--- src/rtl/mem_port_arbiter_if.sv ---
// Bundle between the memory port arbiter, its two requesters (CPU, debug) and the memory.
// The slave modport is the arbiter's view; the master modport is the requester/memory side.
interface mem_port_arbiter_if #(
  parameter int AW = 9,
  parameter int DW = 32
);
  logic          cpu_req;
  logic          cpu_we;
  logic [AW-1:0] cpu_addr;
  logic [DW-1:0] cpu_wdata;
  logic          cpu_gnt;
  logic          cpu_rvalid;
  logic [DW-1:0] cpu_rdata;

  logic          dbg_req;
  logic          dbg_we;
  logic          dbg_lock;
  logic [AW-1:0] dbg_addr;
  logic [DW-1:0] dbg_wdata;
  logic          dbg_gnt;
  logic          dbg_rvalid;
  logic [DW-1:0] dbg_rdata;

  logic [AW-1:0] mem_addr;
  logic          mem_we;
  logic [DW-1:0] mem_wdata;
  logic [DW-1:0] mem_rdata;

  logic          locked;

  modport slave (
    input  cpu_req, cpu_we, cpu_addr, cpu_wdata,
    input  dbg_req, dbg_we, dbg_lock, dbg_addr, dbg_wdata,
    input  mem_rdata,
    output cpu_gnt, cpu_rvalid, cpu_rdata,
    output dbg_gnt, dbg_rvalid, dbg_rdata,
    output mem_addr, mem_we, mem_wdata,
    output locked
  );

  modport master (
    output cpu_req, cpu_we, cpu_addr, cpu_wdata,
    output dbg_req, dbg_we, dbg_lock, dbg_addr, dbg_wdata,
    output mem_rdata,
    input  cpu_gnt, cpu_rvalid, cpu_rdata,
    input  dbg_gnt, dbg_rvalid, dbg_rdata,
    input  mem_addr, mem_we, mem_wdata,
    input  locked
  );
endinterface

--- src/rtl/mem_port_arbiter.sv ---
// Shares one synchronous-read memory between CPU (priority) and debug port, with starvation bound and lock.
// Grant is combinational (0 cycles); read data returns 1 cycle after grant; refused requester simply holds.
module mem_port_arbiter #(
  parameter int AW       = 9,
  parameter int DW       = 32,
  parameter int MAX_WAIT = 4
) (
  input  logic               clk,
  input  logic               rst,
  mem_port_arbiter_if.slave  bus
);

  typedef enum logic {ARB, LOCK} state_t;
  typedef enum logic [1:0] {RD_NONE, RD_CPU, RD_DBG} rd_owner_t;

  state_t        state_q, state_d;
  logic [3:0]    wait_cnt_q, wait_cnt_d;
  rd_owner_t     rd_owner_q, rd_owner_d;

  logic          cpu_win, dbg_win;
  logic          cpu_gnt, dbg_gnt;
  logic [AW-1:0] mem_addr_d;
  logic [DW-1:0] mem_wdata_d;
  logic          mem_we_d;

  always_ff @(posedge clk or negedge rst) begin
    if (!rst) begin
      state_q    <= ARB;
      wait_cnt_q <= 4'd0;
      rd_owner_q <= RD_NONE;
    end else begin
      state_q    <= state_d;
      wait_cnt_q <= wait_cnt_d;
      rd_owner_q <= rd_owner_d;
    end
  end

  always_comb begin
    cpu_win = 1'b0;
    dbg_win = 1'b0;
    if (state_q == LOCK) begin
      dbg_win = bus.dbg_req;
    end else if (bus.cpu_req && bus.dbg_req) begin
      dbg_win = (wait_cnt_q >= 4'(MAX_WAIT));
      cpu_win = !dbg_win;
    end else begin
      cpu_win = bus.cpu_req;
      dbg_win = bus.dbg_req;
    end
  end

  // Combinational grants are forced low while reset is held so nothing reaches memory.
  assign cpu_gnt = cpu_win & rst;
  assign dbg_gnt = dbg_win & rst;

  always_comb begin
    mem_addr_d  = '0;
    mem_wdata_d = '0;
    mem_we_d    = 1'b0;
    if (cpu_gnt) begin
      mem_addr_d  = bus.cpu_addr;
      mem_wdata_d = bus.cpu_wdata;
      mem_we_d    = bus.cpu_we;
    end else if (dbg_gnt) begin
      mem_addr_d  = bus.dbg_addr;
      mem_wdata_d = bus.dbg_wdata;
      mem_we_d    = bus.dbg_we;
    end
  end

  always_comb begin
    state_d    = state_q;
    wait_cnt_d = wait_cnt_q;
    rd_owner_d = RD_NONE;

    if (!bus.dbg_req || dbg_gnt) begin
      wait_cnt_d = 4'd0;
    end else if (wait_cnt_q != 4'hF) begin
      wait_cnt_d = wait_cnt_q + 4'd1;
    end

    case (state_q)
      ARB:     if (dbg_gnt && bus.dbg_lock) state_d = LOCK;
      LOCK:    if (!bus.dbg_lock)           state_d = ARB;
      default: state_d = ARB;
    endcase

    if (cpu_gnt && !bus.cpu_we) begin
      rd_owner_d = RD_CPU;
    end else if (dbg_gnt && !bus.dbg_we) begin
      rd_owner_d = RD_DBG;
    end
  end

  assign bus.cpu_gnt    = cpu_gnt;
  assign bus.dbg_gnt    = dbg_gnt;
  assign bus.mem_addr   = mem_addr_d;
  assign bus.mem_wdata  = mem_wdata_d;
  assign bus.mem_we     = mem_we_d;
  assign bus.locked     = (state_q == LOCK);
  assign bus.cpu_rvalid = (rd_owner_q == RD_CPU);
  assign bus.dbg_rvalid = (rd_owner_q == RD_DBG);
  assign bus.cpu_rdata  = (rd_owner_q == RD_CPU) ? bus.mem_rdata : '0;
  assign bus.dbg_rdata  = (rd_owner_q == RD_DBG) ? bus.mem_rdata : '0;

endmodule

--- src/flat_wrapper.sv ---
// flat-port wrapper written by rule: the top's interface ports become plain ports
module mem_port_arbiter_flat 
#(
  parameter int AW       = 9,
  parameter int DW       = 32,
  parameter int MAX_WAIT = 4
)
  (clk, rst, bus_cpu_req, bus_cpu_we, bus_cpu_addr, bus_cpu_wdata, bus_dbg_req, bus_dbg_we, bus_dbg_lock, bus_dbg_addr, bus_dbg_wdata, bus_mem_rdata, bus_cpu_gnt, bus_cpu_rvalid, bus_cpu_rdata, bus_dbg_gnt, bus_dbg_rvalid, bus_dbg_rdata, bus_mem_addr, bus_mem_we, bus_mem_wdata, bus_locked);
  mem_port_arbiter_if #(.AW(AW), .DW(DW)) bus_i ();
  input  logic clk;
  input  logic rst;
  input wire logic [$bits(bus_i.cpu_req)-1:0] bus_cpu_req;
  input wire logic [$bits(bus_i.cpu_we)-1:0] bus_cpu_we;
  input wire logic [$bits(bus_i.cpu_addr)-1:0] bus_cpu_addr;
  input wire logic [$bits(bus_i.cpu_wdata)-1:0] bus_cpu_wdata;
  input wire logic [$bits(bus_i.dbg_req)-1:0] bus_dbg_req;
  input wire logic [$bits(bus_i.dbg_we)-1:0] bus_dbg_we;
  input wire logic [$bits(bus_i.dbg_lock)-1:0] bus_dbg_lock;
  input wire logic [$bits(bus_i.dbg_addr)-1:0] bus_dbg_addr;
  input wire logic [$bits(bus_i.dbg_wdata)-1:0] bus_dbg_wdata;
  input wire logic [$bits(bus_i.mem_rdata)-1:0] bus_mem_rdata;
  output wire logic [$bits(bus_i.cpu_gnt)-1:0] bus_cpu_gnt;
  output wire logic [$bits(bus_i.cpu_rvalid)-1:0] bus_cpu_rvalid;
  output wire logic [$bits(bus_i.cpu_rdata)-1:0] bus_cpu_rdata;
  output wire logic [$bits(bus_i.dbg_gnt)-1:0] bus_dbg_gnt;
  output wire logic [$bits(bus_i.dbg_rvalid)-1:0] bus_dbg_rvalid;
  output wire logic [$bits(bus_i.dbg_rdata)-1:0] bus_dbg_rdata;
  output wire logic [$bits(bus_i.mem_addr)-1:0] bus_mem_addr;
  output wire logic [$bits(bus_i.mem_we)-1:0] bus_mem_we;
  output wire logic [$bits(bus_i.mem_wdata)-1:0] bus_mem_wdata;
  output wire logic [$bits(bus_i.locked)-1:0] bus_locked;
  assign bus_i.cpu_req = bus_cpu_req;
  assign bus_i.cpu_we = bus_cpu_we;
  assign bus_i.cpu_addr = bus_cpu_addr;
  assign bus_i.cpu_wdata = bus_cpu_wdata;
  assign bus_i.dbg_req = bus_dbg_req;
  assign bus_i.dbg_we = bus_dbg_we;
  assign bus_i.dbg_lock = bus_dbg_lock;
  assign bus_i.dbg_addr = bus_dbg_addr;
  assign bus_i.dbg_wdata = bus_dbg_wdata;
  assign bus_i.mem_rdata = bus_mem_rdata;
  assign bus_cpu_gnt = bus_i.cpu_gnt;
  assign bus_cpu_rvalid = bus_i.cpu_rvalid;
  assign bus_cpu_rdata = bus_i.cpu_rdata;
  assign bus_dbg_gnt = bus_i.dbg_gnt;
  assign bus_dbg_rvalid = bus_i.dbg_rvalid;
  assign bus_dbg_rdata = bus_i.dbg_rdata;
  assign bus_mem_addr = bus_i.mem_addr;
  assign bus_mem_we = bus_i.mem_we;
  assign bus_mem_wdata = bus_i.mem_wdata;
  assign bus_locked = bus_i.locked;
  mem_port_arbiter #(.AW(AW), .DW(DW), .MAX_WAIT(MAX_WAIT)) u_core (.clk(clk), .rst(rst), .bus(bus_i));
endmodule
--- config.mk ---
export PLATFORM = sky130hd
export DESIGN_NAME = mem_port_arbiter_flat
export DESIGN_NICKNAME = d
export VERILOG_FILES = /design/src/rtl/mem_port_arbiter_if.sv /design/src/rtl/mem_port_arbiter.sv /design/src/flat_wrapper.sv
export SDC_FILE = /design/constraint.sdc
export NUM_CORES = 1
export LEC_CHECK = 0
export CAP_MARGIN = 20
export CORE_AREA = 2 2 89 91
export DETAILED_ROUTE_END_ITERATION = 10
export DIE_AREA = 0 0 91 93
export GPL_TIMING_DRIVEN = 0
export HOLD_SLACK_MARGIN = 0.08
export PLACE_DENSITY = 0.69
export SLEW_MARGIN = 40
export SYNTH_ARGS = -nofsm -noshare
export SYNTH_HDL_FRONTEND = slang
export SYNTH_SLANG_ARGS = --single-unit
--- constraint.sdc ---
create_clock -name clk -period 1.95 [get_ports clk]
set_input_delay 0.39 -clock clk [delete_from_list [all_inputs] [get_ports clk]]
set_output_delay 0.39 -clock clk [all_outputs]
set_load 0.02 [all_outputs]
# Yosys cells after proc, flatten, opt, wreduce, memory -nomap -nowiden
# Cells that the tools add are included.
dict set report classes {
  muxes 19
  eq_ne 3
  bitwise 3
  n_lt_le_gt_ge 1
  add_sub_neg 1
  n_reduce_logical 10
}
# cell n
set op_table {}
lappend op_table {{2-to-1 mux 32 bit} 4}
lappend op_table {{2-to-1 mux 9 bit} 2}
lappend op_table {{2-to-1 mux 1 bit} 8}
lappend op_table {{2-to-1 mux 4 bit} 2}
lappend op_table {{adder 4 x 1 -> 4 bit, second input constant} 1}
lappend op_table {{>= comparator 4 x 3 -> 1 bit, second input constant} 1}
lappend op_table {{logical AND 1 bit} 4}
lappend op_table {{zero test 1 bit} 4}
lappend op_table {{2-to-1 mux 2 bit} 2}
lappend op_table {{!= test 4 bit, second input constant} 1}
lappend op_table {{bitwise AND 1 bit} 2}
lappend op_table {{== test 2 x 1 -> 1 bit, second input constant} 1}
lappend op_table {{== test 2 bit, second input constant} 1}
lappend op_table {{case mux 1 bit (2 select lines)} 1}
lappend op_table {{nonzero test 2 bit} 1}
lappend op_table {{logical OR 1 bit} 1}
lappend op_table {{inverter 1 bit} 1}
dict set report word_totals {
  ff_bits 7
  wordCells 40
}

# Logic depth before layout (Yosys ltp)
# Gate-level depths: netlist of run 1.
dict set report depth {
  word_depth 7
  depth_mapped 5
  depth_no_buf 4
}

# Worst setup path before layout of run 1
# Ideal clock, no wire load.
dict set report synth_timing {
  path_kind {register to output}
  startpoint {register u_core.state_q (netlist: u_core.bus.locked)}
  endpoint {output port bus_mem_wdata[23]}
  arrival_time_ns 1.391
  path_slack_ns 0.169
  n_path_buf 2
  stages_incl_launch_ff 5
  cell_sequence {dfrtp_1 and4b_1 buf_2 buf_2 a22o_1}
}
dict set report synth_between {
  elab_cells_between_ends 6
  classes_between {4 x mux; 2 x bitwise}
}
# item line
set synth_lines {}
lappend synth_lines {{start: declaration} mem_port_arbiter.sv:16} ;# state_t state_q, state_d;
lappend synth_lines {{start signal: assignment} mem_port_arbiter.sv:32} ;# state_q <= state_d;
lappend synth_lines {{2-to-1 mux 1 bit} mem_port_arbiter.sv:41} ;# if (state_q == LOCK) begin
lappend synth_lines {{bitwise AND 1 bit} mem_port_arbiter.sv:53} ;# assign cpu_gnt = cpu_win & rst;
lappend synth_lines {{named net bus_cpu_gnt} flat_wrapper.sv:22} ;# output wire logic [$bits(bus_i.cpu_gnt)-1:0] bus_cpu_gnt;
lappend synth_lines {{2-to-1 mux 32 bit} mem_port_arbiter.sv:60} ;# if (cpu_gnt) begin
lappend synth_lines {{end: declaration} flat_wrapper.sv:30} ;# output wire logic [$bits(bus_i.mem_wdata)-1:0] bus_mem_wdata;
# The timed path passes the listed nets, and every way through them passes these cells.

# Worst setup path in the final report of run 1
dict set report layout_timing {
  startpoint {register u_core.wait_cnt_q[3]}
  endpoint {output port bus_mem_wdata[21]}
}
dict set report layout_between {
  elab_chain_cells 6
  elab_cells_between_ends 10
  classes_between {1 x order compare; 6 x mux; 2 x bitwise; 1 x reduce/logical}
}
# item line
set layout_rtl {}
lappend layout_rtl {{start: declaration} mem_port_arbiter.sv:17} ;# logic [3:0] wait_cnt_q, wait_cnt_d;
lappend layout_rtl {{start signal: assignment} mem_port_arbiter.sv:33} ;# wait_cnt_q <= wait_cnt_d;
lappend layout_rtl {{>= comparator 4 x 3 -> 1 bit *} mem_port_arbiter.sv:44} ;# dbg_win = (wait_cnt_q >= 4'(MAX_WAIT));
lappend layout_rtl {{2-to-1 mux 1 bit / zero test 1 bit (equally long branches)} {mem_port_arbiter.sv:43, mem_port_arbiter.sv:45}}
lappend layout_rtl {{2-to-1 mux 1 bit (on tied branches)} {mem_port_arbiter.sv:41, mem_port_arbiter.sv:43}}
lappend layout_rtl {{bitwise AND 1 bit / 2-to-1 mux 1 bit (equally long branches)} {mem_port_arbiter.sv:54, mem_port_arbiter.sv:41}}
lappend layout_rtl {{2-to-1 mux 32 bit / bitwise AND 1 bit (equally long branches)} {mem_port_arbiter.sv:64, mem_port_arbiter.sv:53}}
lappend layout_rtl {{2-to-1 mux 32 bit *} mem_port_arbiter.sv:60}
# Mark *: on every way between the ends. The rest lies on a longest branch, timed or not.

==> results.cfg, run 1 <==
[run_status]
run_status = complete, but fails checks
violations = setup timing

[worst_setup_path]
crit_path_start_kind = register
worstPathRequired_ns = 1.56
cp_cell_sequence = nor4b_4, nor2_4, buf_8, buf_6, a22o_1, buf_6
crit_slowest_cell = dfrtp_2
cp_max_fo = 6
path_buf_inv = 3
path_class = reg -> out
end_kind = output port
crit_family = simple AND/OR/NAND/NOR gates
cp_common_cell = buf_6
arrival_ns = 1.75
worst_path_largest_cell_delay_ns = 0.43

[pwr]
cellPowerDensity_mw_per_mm2 = 297
cellLeakagePower_nw = 1.78
vdd.ir_drop.worst_mv = 0.273
power_mw = 1.13

[detailed_routing]
vias = 2126
drcViolationCount = 0
antenna_left = 0
via_per_inst = 4.27
wl_mm = 7.25
first_iter_violations = 26
firstDrtPassIters = 4
wl_per_cell_microns = 14.5

[clock_network]
cts_inserted_buffers = 3
clk_path_buf_depth = 2
clkTransAtPathRegs_ns = 0.04
clock-root-buffer = clkbuf_8
clk_latency_ns = 0.23
h-tree-depth = 1
cts_sinks = 7
ctsHoldBuffers = 0
cts_tree = built

[timing]
hold_viol_final = 0
max-slew-margin-rel_pct = 81.3
fin_setup_tns_ns = -6.41
worst_pin_slew_ns = 0.279
finalSetupViolCount = 42
fin_ws_ns = -0.188
fmax_mhz = 468
slew_violations = 0
fin_worst_skew_ns = 0.00465
period_share_pct = 110
fin_crit_ns = 2.14
rsz0062_at_grt = true

[floorplan]
fp.dieArea_sq_mm = 0.00846
rows = 32
die_w_microns = 91
coreArea_sq_mm = 0.00753
die_y_microns = 93
io_pins = 232
start_util_pct = 16.2

[synthesis]
synth_xor_area_share_pct = 0.717
synthAdderAreaFrac_pct = 1.02
synth_edf_count = 0
ys_seq_area_share_pct = 14.3
synth_cells = 150
synth_ff_type = dfrtp_1
synth_top_family_by_area = simple AND/OR/NAND/NOR gates
postSynth.asyncResetShare_pct = 100
synth_cell_types = 22
synth_compound_gate_area_share_pct = 33.0
syn-num-nets = 272
synthSimpleGateAreaFrac_pct = 42.4
synth_area_per_cell_sq_um = 8.14
synthMuxAreaShare_pct = 0.922
synth_seq_cells = 7
syn_area_sq_mm = 0.00122
ys_warn_count = 0

[placed_design]
placed_cell_area_sq_mm = 0.00366
io_buffers = 231
hpwl_mm = 5.96
dpl.cell_count = 483
gp_congestion = 0.700

[global_route]
grt_max_degree = 11
grt_pass1_wl_mm = 10.5
grt_antenna_before_repair = 0
grt-ovfl-total = 0
grt.met2_usage_pct = 28.7
top_usage_layer = met2
gr-usage-met1_pct = 16.9
grt_pass1_vias = 2134
met3_usage_pct = 4.19
grt_usage_pct = 15.2

[worst_hold_path]
hp-class = in -> async

[cells_and_area]
seq_area_sq_um = 179
syn_to_final_growth_pct = 212
layout.nets = 519
utilization_pct = 50.7
design_area_sq_mm = 0.00381
n_antenna_cell = 0
fin_cells = 498
multiInputGateArea_sq_um = 968
layout-drive-gt1-share_pct = 26.8
n_fill_cell = 747

[run]
cap_viol_max_count = 0
## cell usage after synthesis, drive strengths merged (2+ instances only)
cell | number | area (sq um)
and2 | 64 | 400
a22o | 42 | 368
buf | 9 | 70.1
dfrtp | 7 | 175
clkbuf | 6 | 22.5
and3 | 3 | 18.8
nor2b | 3 | 18.8
nand3b | 2 | 15.0
o2111a | 2 | 22.5
## registers in the layout, summed over array words and instances, names as in the netlist
name and flops:
u_core.rd_owner_q 2, u_core.bus.locked 1, u_core.wait_cnt_q 4
## logic make-up (layout without fill, tap and decap cells)
kind of cell,Yosys count,after routing
AND/OR/NAND/NOR,79,79
XOR/XNOR,1,1
flip-flops,7,7
buffers and inverters,15,261
adder cells (fa/ha/maj),1,1
multiplexers,1,1
AO/OA/AOI/OAI,46,46
## where the power goes
group	internal [mW]	switching (mW)
registers	0.153	0.00723
logic	0.467	0.304
clock network	0.141	0.0618
## worst register-to-register path: stages, from the launching register on
cell,delay [ns]
dfrtp_2,0.43
nor4b_4,0.35
nor2_4,0.09
buf_12,0.14
buf_6,0.12
buf_4,0.12
o21a_1,0.16
## cell type report
type	instances	share of cell area, %
multi-input cells	128	25.4
repair buffers	243	62.1
clock buffers	4	1.18
flip-flops and latches	7	4.69
well taps	102	3.35
plain buffers	14	3.25
## per-stage QoR
stage | hold WS, ns | setup WS (ns)
floorplan | 0.0944 | 0.169
global placement | 0.600 | -1.08
detailed placement | 0.637 | -1.05
CTS | 0.108 | -0.208
global route | 0.122 | -0.250
finish | 0.105 | -0.188
## cell usage in the layout (no fill, tap or decap)
cell type and n:
clkdlybuf4s50_1 118, and2_1 64, buf_6 49, a22o_1 42, clkdlybuf4s15_1 32, clkbuf_2 25, dlygate4sd2_1 11, buf_4 8
clkbuf_4 6, dfrtp_1 4, buf_8 3, and3_1 3, clkbuf_8 3, dfrtp_2 3, nor2b_4 2, nand3b_1 2
o2111a_1 2, buf_2 2, nor4b_4 1, nand2_1 1, nor2_4 1, o21ai_1 1, and4b_1 1, nor2b_1 1
nor3_1 1, o21a_1 1, nand2b_1 1, nand3_1 1, mux2_1 1, xor2_1 1, ha_1 1, clkbuf_1 1
buf_16 1, clkdlybuf4s15_2 1, buf_12 1
## routing by layer
metal  share of wire (%)  up-vias
met5                   0        -
met4                0.94        0
met3                  10        8
met2                  51      138
met1                  38      940
li1                    -     1040
## path summary, 6_finish.rpt
| path | end | depth (start not counted) | slack, ns | startpoint |
|---|---|---|---|---|
| max | bus_mem_wdata[21] | 6 | -0.19 | u_core.wait_cnt_q[3] |
| max in group asynchronous | u_core.bus.locked | 1 | 1.63 | rst |
| min reg2reg | u_core.wait_cnt_q[2] | 1 | 0.65 | u_core.wait_cnt_q[2] |
| min | u_core.wait_cnt_q[2] | 1 | 0.11 | rst |
| max reg2reg | u_core.bus.locked | 6 | 0.43 | u_core.wait_cnt_q[3] |
| min in group clk | u_core.wait_cnt_q[2] | 2 | 0.60 | bus_dbg_req |
## timing repair
action                                  4_1_cts  5_1_grt
pin swaps                                    27       18
gates resized for setup                     336      120
setup buffers                                 8        0
endpoints found under the setup margin      110      100
cloned                                        4        0
hold endpoints to repair                      0        0
Power figures use the tool's default switching activity.
==> run 2, diff against run 1 <==
--- a/config.mk
+++ b/config.mk
@@ -12,7 +12,7 @@
 export GPL_TIMING_DRIVEN = 0
 export HOLD_SLACK_MARGIN = 0.08
 export PLACE_DENSITY = 0.69
-export SLEW_MARGIN = 40
+export SLEW_MARGIN = 20
 export SYNTH_ARGS = -nofsm -noshare
 export SYNTH_HDL_FRONTEND = slang
 export SYNTH_SLANG_ARGS = --single-unit
==> results of run 2 <==
Same layout as run 1: the final DEF is identical, and so are final timing and power.
